### config.mk
export PLATFORM = sky130hd
export DESIGN_NAME = ibuffer
export DESIGN_NICKNAME = d
export VERILOG_FILES = /design/src/rtl/ibuffer_pkg.sv /design/src/rtl/ibuffer.sv
export SDC_FILE = /design/constraint.sdc
export NUM_CORES = 1
export LEC_CHECK = 0
export ABC_CLOCK_PERIOD_IN_PS = 14600
export BUFFER_PORTS_ARGS = -buffer_cell sky130_fd_sc_hd__clkbuf_2
export CORE_MARGIN = 2
export CORE_UTILIZATION = 60
export DETAILED_ROUTE_END_ITERATION = 10
export PLACE_DENSITY = 0.87
export SYNTH_ARGS = -nofsm -noshare
export SYNTH_HDL_FRONTEND = slang
export SYNTH_SLANG_ARGS = --single-unit
### constraint.sdc
create_clock -name clock -period 14.6 [get_ports clock]
set_clock_uncertainty 0.05 [all_clocks]
set_input_delay 2.19 -clock clock [delete_from_list [all_inputs] [get_ports clock]]
set_output_delay 2.19 -clock clock [all_outputs]
set_load 0.005 [all_outputs]
### src/rtl/ibuffer_pkg.sv
// Shared widths and entry layout for the instruction buffer.
// Entry packs {predicttarget, predicttaken, pc, instr}, MSB first.
package ibuffer_pkg;

  localparam int INSTR_W    = 32;
  localparam int PC_W       = 48;
  localparam int TARGET_W   = 32;
  localparam int IB_DEPTH   = 8;
  localparam int IB_ENTRY_W = TARGET_W + 1 + PC_W + INSTR_W;

  typedef struct packed {
    logic [TARGET_W-1:0] target;
    logic                taken;
    logic [PC_W-1:0]     pc;
    logic [INSTR_W-1:0]  instr;
  } ib_entry_t;

endpackage

### src/rtl/ibuffer.sv
// Instruction buffer: circular FIFO between fetch and decode,
// first-word-fall-through head, one-cycle flush.
// Ports: clock, reset_n (sync, active-low), flush_valid,
//   ifu2ib_* push side, ib2ifu_instr_ready,
//   ibuffer_read_en pop, fifo_empty, ibuffer_*_out head, ibuffer_count.
module ibuffer
  import ibuffer_pkg::*;
#(
  parameter int DEPTH = IB_DEPTH,
  parameter int CNT_W = $clog2(DEPTH) + 1
) (
  input  logic                clock,
  input  logic                reset_n,
  input  logic                flush_valid,
  input  logic                ifu2ib_instr_valid,
  input  logic [INSTR_W-1:0]  ifu2ib_instr,
  input  logic [PC_W-1:0]     ifu2ib_pc,
  input  logic                ifu2ib_predicttaken,
  input  logic [TARGET_W-1:0] ifu2ib_predicttarget,
  output logic                ib2ifu_instr_ready,
  input  logic                ibuffer_read_en,
  output logic                fifo_empty,
  output logic                ibuffer_instr_valid,
  output logic [INSTR_W-1:0]  ibuffer_inst_out,
  output logic [PC_W-1:0]     ibuffer_pc_out,
  output logic                ibuffer_predicttaken_out,
  output logic [TARGET_W-1:0] ibuffer_predicttarget_out,
  output logic [CNT_W-1:0]    ibuffer_count
);

  localparam int PTR_W = $clog2(DEPTH);

  ib_entry_t        mem [DEPTH];
  ib_entry_t        wr_entry;
  ib_entry_t        head;
  logic [PTR_W-1:0] wr_ptr;
  logic [PTR_W-1:0] rd_ptr;
  logic [CNT_W-1:0] count;
  logic             full;
  logic             push;
  logic             pop;

  // Ready depends on registered count only; a same-cycle
  // pop never opens a slot for a same-cycle push.
  assign full               = (count == CNT_W'(DEPTH));
  assign fifo_empty         = (count == '0);
  assign ib2ifu_instr_ready = !full;
  assign ibuffer_count      = count;

  assign push = ifu2ib_instr_valid & !full & !flush_valid;
  assign pop  = ibuffer_read_en & !fifo_empty & !flush_valid;

  assign wr_entry = '{
    target: ifu2ib_predicttarget,
    taken:  ifu2ib_predicttaken,
    pc:     ifu2ib_pc,
    instr:  ifu2ib_instr
  };

  always_ff @(posedge clock) begin
    if (!reset_n) begin
      wr_ptr <= '0;
      rd_ptr <= '0;
      count  <= '0;
    end else if (flush_valid) begin
      wr_ptr <= '0;
      rd_ptr <= '0;
      count  <= '0;
    end else begin
      if (push) wr_ptr <= wr_ptr + PTR_W'(1);
      if (pop)  rd_ptr <= rd_ptr + PTR_W'(1);
      count <= count + CNT_W'(push) - CNT_W'(pop);
    end
  end

  // Storage is never cleared; validity is tracked by count alone.
  always_ff @(posedge clock) begin
    if (reset_n && push) mem[wr_ptr] <= wr_entry;
  end

  assign head = mem[rd_ptr];

  assign ibuffer_instr_valid       = !fifo_empty;
  assign ibuffer_inst_out          = fifo_empty ? '0 : head.instr;
  assign ibuffer_pc_out            = fifo_empty ? '0 : head.pc;
  assign ibuffer_predicttaken_out  = fifo_empty ? 1'b0 : head.taken;
  assign ibuffer_predicttarget_out = fifo_empty ? '0 : head.target;

endmodule

## Word level (Yosys, flattened, before mapping)

Memories as Yosys holds them, arrays and structs flattened. A register that Yosys moved wholly into a read port is not among the register bits.
Index checks and enable logic that the tools add are counted.

| operators by class | value |
|---|---|
| reductions and logical operators | 6 |
| bitwise operators | 5 |
| add/subtract/negate cells | 4 |
| $lt $le $gt $ge | 0 |
| equal/unequal tests | 1 |
| shifts and indexed selects | 0 |
| mux-type cells | 8 |
| $mul | 0 |
| divide/modulo/power cells | 0 |

Operator list:

| operator | count |
|---|---|
| $mux W32 | 2 |
| $mux W48 | 1 |
| $add A3 B1 Y3 const B | 2 |
| $mux W3 | 2 |
| $add A4 B1 Y4 | 1 |
| $and A1 B1 Y1 | 4 |
| $eq A4 B4 Y1 const B | 1 |
| $logic_not A4 Y1 | 1 |
| $sub A4 B1 Y4 | 1 |
| $logic_not A1 Y1 | 3 |
| $mux W1 | 3 |
| $reduce_or A2 Y1 | 1 |
| $logic_and A1 B1 Y1 | 1 |
| $not A1 Y1 | 1 |

| word-level totals | value |
|---|---|
| memories | 1 |
| output and inout bits | 120 |
| latch bits | 0 |
| bits in read-only memories | 0 |
| register bits | 10 |
| word-level logic and storage cells | 28 |
| input port bits | 118 |
| bits in writable memories | 904 |

Memory list:

| memory | depth | width | read ports | clocked after Yosys merged registers in | write ports | RTL line | RTL |
|---|---|---|---|---|---|---|---|
| mem | 8 | 113 | 1 | 1 | 1 | ibuffer.sv:33 | `ib_entry_t mem [DEPTH];` |

## Depth between registers and ports, before layout

Gate-level depths: netlist (run 1).

| logic depth | value |
|---|---|
| word-level depth | 7 |
| mapped depth | 12 |
| gate-level depth less buffers | 11 |

## Worst setup path after synthesis (run 1)

Ideal clock, no wire load.

| timing | value |
|---|---|
| path type | input -> register |
| start | in ifu2ib_instr_valid |
| end | mem mem[0][0] (netlist bit), enable pin |
| required time | 13.826 ns |
| path slack | 3.349 ns |
| cell stages on the path | 3 |
| arrival time | 10.477 ns |
| setup time | 0.724 ns |
| buffers on the path | 0 |
| cells stage by stage | inv_1 or4_1 nor3_1 |

| between the ends | value |
|---|---|
| cells in the longest elaborated chain, start to end | 5 |

RTL lines:

| what | RTL line | RTL |
|---|---|---|
| start, declared | ibuffer.sv:15 | `input logic ifu2ib_instr_valid,` |
| $and A1 B1 Y1 (2 in series) | ibuffer.sv:50 | `assign push = ifu2ib_instr_valid & !full & !flush_valid;` |
| $logic_and A1 B1 Y1 | ibuffer.sv:78 | `if (reset_n && push) mem[wr_ptr] <= wr_entry;` |
| $mux W1 | ibuffer.sv:78 |  |
| $mux W1 (not written as such) | ibuffer.sv:78 |  |
| end, declared | ibuffer.sv:33 |  |

No other way between the ends.

==> impl_results.md, run 1 <==
- Outcome: completed
- Post-Route WL: 71,700 um
- Avg WL per Cell: ~29 um
- Cell Chain, Critical Path: buf_4 > buf_4 > mux4_2 > a22o_1 > clkbuf_2
- Critical path depth: 5
- Fmax: approximately 0.16 GHz
- Total GRT Usage: 0.248
- # DRC: 0
- Post_cts resized: 0
- Full die area: 0.0592 mm^2
- CP max stage cell: buf_4
- VDD IR max: between 0.1 and 0.15 mV
- 1st-iter DRT viols: ~1,500
- Clock period minus worst slack: 6430 ps
- Worst setup SP type: flip-flop
- DP Wirelength: between 30,000 and 40,000 um
- Drt via density: 6.32
- Inserted Clock Buffers: 88
- Fin cells: 2,507
- Slew Viols, Final: 0
- Synth Area in XOR/XNOR: 0.000255
- Commonest non-fill, non-tap cell in the layout: edfxtp_1
- Layout cells sized above 1: 0.354
- Cts hold-fix bufs: 0
- Delay-heaviest family, CP: buffers and inverters
- Worst rel slew slack: 0.273
- Yosys cell types: 34
- CP required: 12,360 ps
- Hold Fails Final Rpt: 0
- CP max FO: between 50 and 60
- CP Class: reg2out
- Sink Count: between 900 and 1,000
- Synth Area in Compound Gates: 0.0321
- Worst slew pin tran: between 1000 and 1500 ps
- Worst Hold Slack: between 400 and 500 ps
- Final setup vio count: 0
- Pwr Total: between 5 and 6 mW
- Max cap viols: 0
- WP data arrival: between 4000 and 5000 ps
- Hold path startpoint: rd_ptr[2]
- RSZ-0062 raised after global routing: false
- Die W: 243 um
- Io pins: ~240
- Largest family of logic cells by synthesized area: multiplexers
- Syn_area_per_cell: 24.4 um^2
- Adder-cell area share of the yosys netlist: 0.00313
- 1st-pass router iterations: 7
- Simple-gate portion of the synthesized area: 0.00510
- Sequential Area: 0.0274 mm^2
- First-pass GRT wire length: roughly 110,000 um
- Syn_nets: 1,531
- Global route overflow: 0
- Pwr dens: 134 mW/mm^2
- Clk slew on worst S/H paths: 60 ps
- R2R setup slack: 10,360 ps
- Most frequent cells in the layout: edfxtp_1 (904), clkbuf_2 (237), mux4_2 (226), a22o_1 (113), clkbuf_16 (90)
- Reg2reg start: ibuffer_count[2]
- Root Buffer: clkbuf_16
- RePlAce Congestion: around 0.74
- Post-CTS Setup Bufs: 0
- R2r worst-path depth: 7
- FP Rows: 87
- Layout area overhead: 13.9%
- Antenna violations before repair: 7
- Leakage: 12.4 nW
- # port buffers: between 200 and 250
- Max Root-Sink Buffers: 3
- Mux share of post-synthesis cell area: 0.148
- Clk_lat worst skew: 630 ps
- Vias: around 16,000
- Post-route ant nets: 0
- Core area: 0.0565 mm^2
- Initial core utilization: 0.608
- Final net count: 1,802
- Warnings from Yosys: 0
- Seq cells post-synth: a little over 900
- H-tree depth: 3
- Most frequent CP cell: buf_4
- CTS tree: done
- Worst stage delay on the critical path: 920 ps
- Fill cells: 3,247
- Largest net degree at the start of global routing: 114
- Die Ht: approximately 240 um
- Vias in the first global route: 17,299
- Post-Synthesis Cells: about 1,400
- Seq/Total Area, Yosys: 0.798
- Post-Synthesis Cell Area: 0.0343 mm^2
- CP Buf/Inv Count: 3
- Tcrit/Tclk final: 0.441
- Crit end category: primary output
- Critical Path End: ibuffer_predicttarget_out[29]
- Setup TNS: 0 ps
- Post-Place Cells: 2,342
- Footprint of the multi-input gates: 0.00656 mm^2
- Utilization after layout: 0.693
- Min-delay worst type: reg2reg
- Reg2Reg Capture Point: mem[3][83]
## sequential cells by signal, summed over array words and instances (netlist names), named ones only
name,flops
ibuffer_count,4
mem,904
rd_ptr,3
wr_ptr,3
## tightest hold or removal path, cell delays in order, from the launching register on
cell	delay, ps
dfxtp_1	310
o31ai_1	80
a21oi_1	70
## stage by stage
stage                     cell area [um^2]  setup WS (ps)
after floorplan                      34300           3350
after global placement               36400           8570
after detailed placement             36400           8500
after CTS                            39100           7990
after global routing                 39100           7710
final                                39100           8170
## Yosys cell counts
cell	instances	area (um^2)
or2_2	1	6.26
or3b_1	1	8.76
inv_1	9	33.8
nand2_1	2	7.51
clkinv_1	1	3.75
nor2b_1	1	6.26
nand3_1	2	10.0
o211ai_1	2	15.0
ha_1	7	87.6
nor3b_1	1	7.51
buf_2	36	180
nor3_1	2	10.0
or3_1	2	12.5
or4_1	3	22.5
and2_1	1	6.26
a21oi_1	11	55.1
buf_4	1	7.51
fa_1	1	20.0
o21ai_0	4	20.0
nand4_1	1	6.26
mux4_2	226	5090
o31ai_1	2	15.0
edfxtp_1	904	27100
xor2_1	1	8.76
mux2i_1	1	10.0
and2_4	1	8.76
clkbuf_1	28	105
buf_1	3	11.3
a22o_1	113	990
nand2b_1	4	25.0
a21o_1	1	7.51
nor2_1	10	37.5
dfxtp_1	13	260
buf_6	9	101
## cells by family after synthesis
| family | Yosys count |
|---|---|
| mux | 227 |
| buf+inv | 87 |
| fa+ha+maj | 8 |
| compound gates | 133 |
| simple gates | 32 |
| flops | 917 |
| xor+xnor | 1 |
## layer usage
metal,vias to the layer above,GRT usage,wire length [um]
met4,4,0.0870,1960
met1,8364,0.320,26300
li1,6651,-,-
met3,127,0.0529,5330
met2,697,0.424,38100
met5,-,0,23
## area by class of cell
class / instances / share of cell area
antenna: 6 / 0.000384
multi-input combinational: 401 / 0.168
clock inverter: 50 / 0.0106
inverter: 10 / 0.000959
clock buffer: 109 / 0.0594
tap: 756 / 0.0242
sequential: 917 / 0.701
timing repair buffer: 258 / 0.0363
## worst min-delay path by stage
| stage | end | slack, ps | depth (start not counted) |
|---|---|---|---|
| 5_1_grt | rd_ptr[2] | 480 | 2 |
| 3_5_place_dp | wr_ptr[2] | 440 | 2 |
| 4_1_cts | wr_ptr[2] | 450 | 2 |
| 2_1_floorplan | wr_ptr[2] | 410 | 2 |
| 6_report | rd_ptr[2] | 460 | 2 |
| 3_3_place_gp | rd_ptr[2] | 430 | 2 |
## report_power, final
group / total, mW / internal (mW) / switching, mW / leakage (nW)
logic: 0.157 / 0.0620 / 0.0950 / 2.85
clock network: 2.18 / 1.24 / 0.941 / 1.33
registers: 2.91 / 2.91 / 0.00525 / 8.25
total: 5.25 / 4.20 / 1.04 / 12.4
No activity file was read; power rests on OpenSTA's default activity.
==> run 2, diff against run 1 <==
--- a/config.mk
+++ b/config.mk
@@ -5,12 +5,13 @@
 export SDC_FILE = /design/constraint.sdc
 export NUM_CORES = 1
 export LEC_CHECK = 0
-export ABC_CLOCK_PERIOD_IN_PS = 14600
+export ABC_AREA = 1
+export ABC_CLOCK_PERIOD_IN_PS = 5400
 export BUFFER_PORTS_ARGS = -buffer_cell sky130_fd_sc_hd__clkbuf_2
 export CORE_MARGIN = 2
-export CORE_UTILIZATION = 60
+export CORE_UTILIZATION = 55
 export DETAILED_ROUTE_END_ITERATION = 10
-export PLACE_DENSITY = 0.87
+export PLACE_DENSITY = 0.84
 export SYNTH_ARGS = -nofsm -noshare
 export SYNTH_HDL_FRONTEND = slang
 export SYNTH_SLANG_ARGS = --single-unit
==> constraint.sdc (replaced) <==
create_clock -name clock -period 5.4 [get_ports clock]
set_clock_uncertainty 0.05 [all_clocks]
set_input_delay 0.81 -clock clock [delete_from_list [all_inputs] [get_ports clock]]
set_output_delay 0.81 -clock clock [all_outputs]
set_load 0.005 [all_outputs]
==> impl_results.md, run 2 <==
- Outcome: completed
- Sequential Area: 0.0274 mm^2 (about the same)
- Inserted Clock Buffers: 90 (+2.3%)
- # port buffers: 237 (unchanged)
- Footprint of the multi-input gates: 0.00841 mm^2 (+28%)
- WP data arrival: 3490 ps (-700 ps)
- Synth top cells by count: nand2_1 (1,149), inv_1 (920), edfxtp_1 (904), nand3_1 (572), nor2_1 (237)
- Logic gate share of total power: 0.043 (+0.013)
- Antenna violations before repair: 10 (+3)
- Cell taking the most area after synthesis: edfxtp_1
- Internal: 11.5 mW (+170%)
- Vias in the first global route: 27,122 (+57%)
- Die W: 274 um (+12%)
- Initial core utilization: 0.558 (-0.0504)
- Critical path depth: 8 (+3)
- Layout cells sized above 1: 0.0977 (-0.256)
- Crit end category: primary output
- Post-synth top area share: 0.679 (-0.112)
- Pwr Total: 14.5 mW (+180%)
- # DRC: 0 (unchanged)
- R2R setup slack: 2060 ps (-8300 ps)
- Sink Count: 917 (unchanged)
- Leakage: 19.9 nW (+60%)
- Syn_nets: 4,139 (+170%)
- FP Rows: 98 (+13%)
- Vias: 27,385 (+73%)
- Pwr dens: 322 mW/mm^2 (+140%)
- Post-Synthesis Cell Area: 0.0400 mm^2 (+16%)
- Fill cells: 5,202 (+60%)
- Max FFs per register: 904 (unchanged)
- Fmax: 0.230 GHz
- Max cap viols: 0 (unchanged)
- Tcrit/Tclk final: 0.805
- Total GRT Usage: 0.242 (-0.00685)
- Seq cells post-synth: 917 (unchanged)
- Post-synth top flop: edfxtp_1
- R2r worst-path depth: 6 (-1)
- Root Buffer: clkbuf_16
- Slew Viols, Final: 0 (unchanged)
- Final net count: 4,322 (+140%)
- RePlAce Congestion: 0.792 (+6.9%)
- CP Buf/Inv Count: 3 (unchanged)
- Final setup vio count: 0 (unchanged)
- Reg2reg start: ibuffer_count[2]
- Post-Synthesis Cells: 4,013 (+190%)
- Avg WL per Cell: 17.4 um (-39%)
- Post-CTS Setup Bufs: 0 (unchanged)
- CP max FO: 155 (+190%)
- Post-Route WL: 90,800 um (+27%)
- Cells taking the most area after synthesis: edfxtp_1 (68%), nand2_1 (11%), inv_1 (8.6%), nand3_1 (7.2%), nor2_1 (2.2%)
- DP Wirelength: 47,900 um (+37%)
- 1st-pass router iterations: 5 (-2)
- Biggest register: mem
- Hold Fails Final Rpt: 0 (unchanged)
- Warnings from Yosys: 0 (unchanged)
- Worst setup margin: 1050 ps (-7120 ps)
- Clock power frac: 0.414 (about the same)
- Placed instance area: 0.0422 mm^2 (+16%)
- Yosys cell types: 19 (-44%)
- Cts hold-fix bufs: 0 (unchanged)
- Post-route ant nets: 0 (unchanged)
- Worst slew pin tran: 1280 ps (+187 ps)
- Clk_lat worst skew: 640 ps (about the same)
- Clock period minus worst slack: 4350 ps
- Worst stage delay on the critical path: 850 ps (-70 ps)
- VDD IR max: 0.234 mV (+79%)
- Die Ht: 274 um (+12%)
- First-pass GRT wire length: 141,000 um (+30%)
- Syn_area_per_cell: 9.97 um^2 (-59%)
- Final std cell area, no fill: 0.0450 mm^2 (+15%)
- Place WS: 1460 ps (-7050 ps)
- CP Class: reg2out
- H-tree depth: 3 (unchanged)
- Setup TNS: 0 ps (unchanged)
- 1st-iter DRT viols: 3,020 (+100%)
- Sw frac: 0.210 (+0.0113)
- Core area: 0.0717 mm^2 (+27%)
- Hold Crit Depth: 3 (+1)
- Top-count cell post-synth: nand2_1
- Io pins: 238 (unchanged)
- CTS tree: done
- Most frequent cells in the layout: nand2_1 (1,149), inv_1 (920), edfxtp_1 (904), nand3_1 (571)
- Layout area overhead: 12.5%
- Utilization after layout: 0.627 (-0.0651)
- Min-delay worst type: in2reg
- Hold EP: rd_ptr[1]
- Worst rel slew slack: 0.145 (-0.128)
- Reg2Reg Capture Point: mem[6][81]
- Max Root-Sink Buffers: 3 (unchanged)
- Post_cts resized: 0 (unchanged)
- Seq/Total Area, Yosys: 0.685 (-0.113)
- Largest net degree at the start of global routing: 223 (+96%)
- Commonest non-fill, non-tap cell in the layout: nand2_1
- Sequential power share: 0.543 (-0.012)
- CP max stage cell: dfxtp_4
- Full die area: 0.0749 mm^2 (+27%)
- Net Switching: 3.04 mW (+190%)
- EDFF count, synth: 904 (unchanged)
- Hold path startpoint: flush_valid
- Delay-heaviest family, CP: buffers and inverters
- Drt via density: 5.25 (-17%)
- Post-synthesis async set-or-reset flop share: 0 (unchanged)
- CP required: 4540 ps (-7820 ps)
- Clk slew on worst S/H paths: 60 ps (about the same)
- Global route overflow: 0 (unchanged)
- Cell Chain, Critical Path: inv_8 > buf_12 > nand2_1 > nand3_1 > nand3_1 > nand2_1 > nor2_1 > clkbuf_2
- Worst setup SP type: flip-flop
- RSZ-0062 raised after global routing: false
==> run 2: tightest hold or removal path: stages <==
cell	delay (ps)
clkbuf_2	90
nor3_1	50
nor2_1	70
==> run 2: worst max path at each step <==
stage | endpoint | slack (ps)
2_1_floorplan | mem[1][0] | -2580
3_3_place_gp | mem[6][74] | 1540
3_5_place_dp | mem[6][73] | 1460
4_1_cts | ibuffer_predicttarget_out[7] | 1200
5_1_grt | ibuffer_predicttarget_out[28] | 930
6_report | ibuffer_predicttarget_out[6] | 1050
==> run 2: area by class of cell <==
cell class              instances  area share
multi-input cells            1987       0.187
repair buffers                278      0.0376
clock buffers                 118      0.0542
well taps                     950      0.0264
clock inverters                45     0.00837
inverters                     922      0.0772
flip-flops and latches        917       0.609
diodes                          2    0.000111
==> run 2: routing by layer <==
metal  GRT usage  vias to the layer above  routed length, um
li1            -                    12924                  -
met2       0.407                     1317              44500
met1       0.316                    12933              35700
met3      0.0413                      195               8080
met4      0.0883                       16               2370
met5           0                        -                106
==> run 2: metrics by stage <==
step | hold WS [ps] | std cells
2_1_floorplan | 397 | 4013
6_report | 371 | 5219
4_1_cts | 336 | 5217
3_5_place_dp | 409 | 5054
5_1_grt | 376 | 5219
3_3_place_gp | 400 | 5054
==> run 2: cells by family after synthesis <==
logic type,count (synthesis),share of synthesized area
DFF,917,0.685
and+or+nand+nor,1971,0.204
adders and majority gates,8,0.00269
xor gates and xnor gates,1,0.000219
buffers and inverters,1109,0.107
AOI/OAI and AO/OA,7,0.000876
==> run 2: power groups by stage <==
stage	sequential [mW]	clock, mW	combinational (mW)
final	7.88	6.00	0.630
after global routing	7.88	6.35	0.697
after CTS	7.88	6.09	0.628
after detailed placement	8.03	0	0.621
after global placement	8.03	0	0.602
after floorplan	8.03	0	0.316
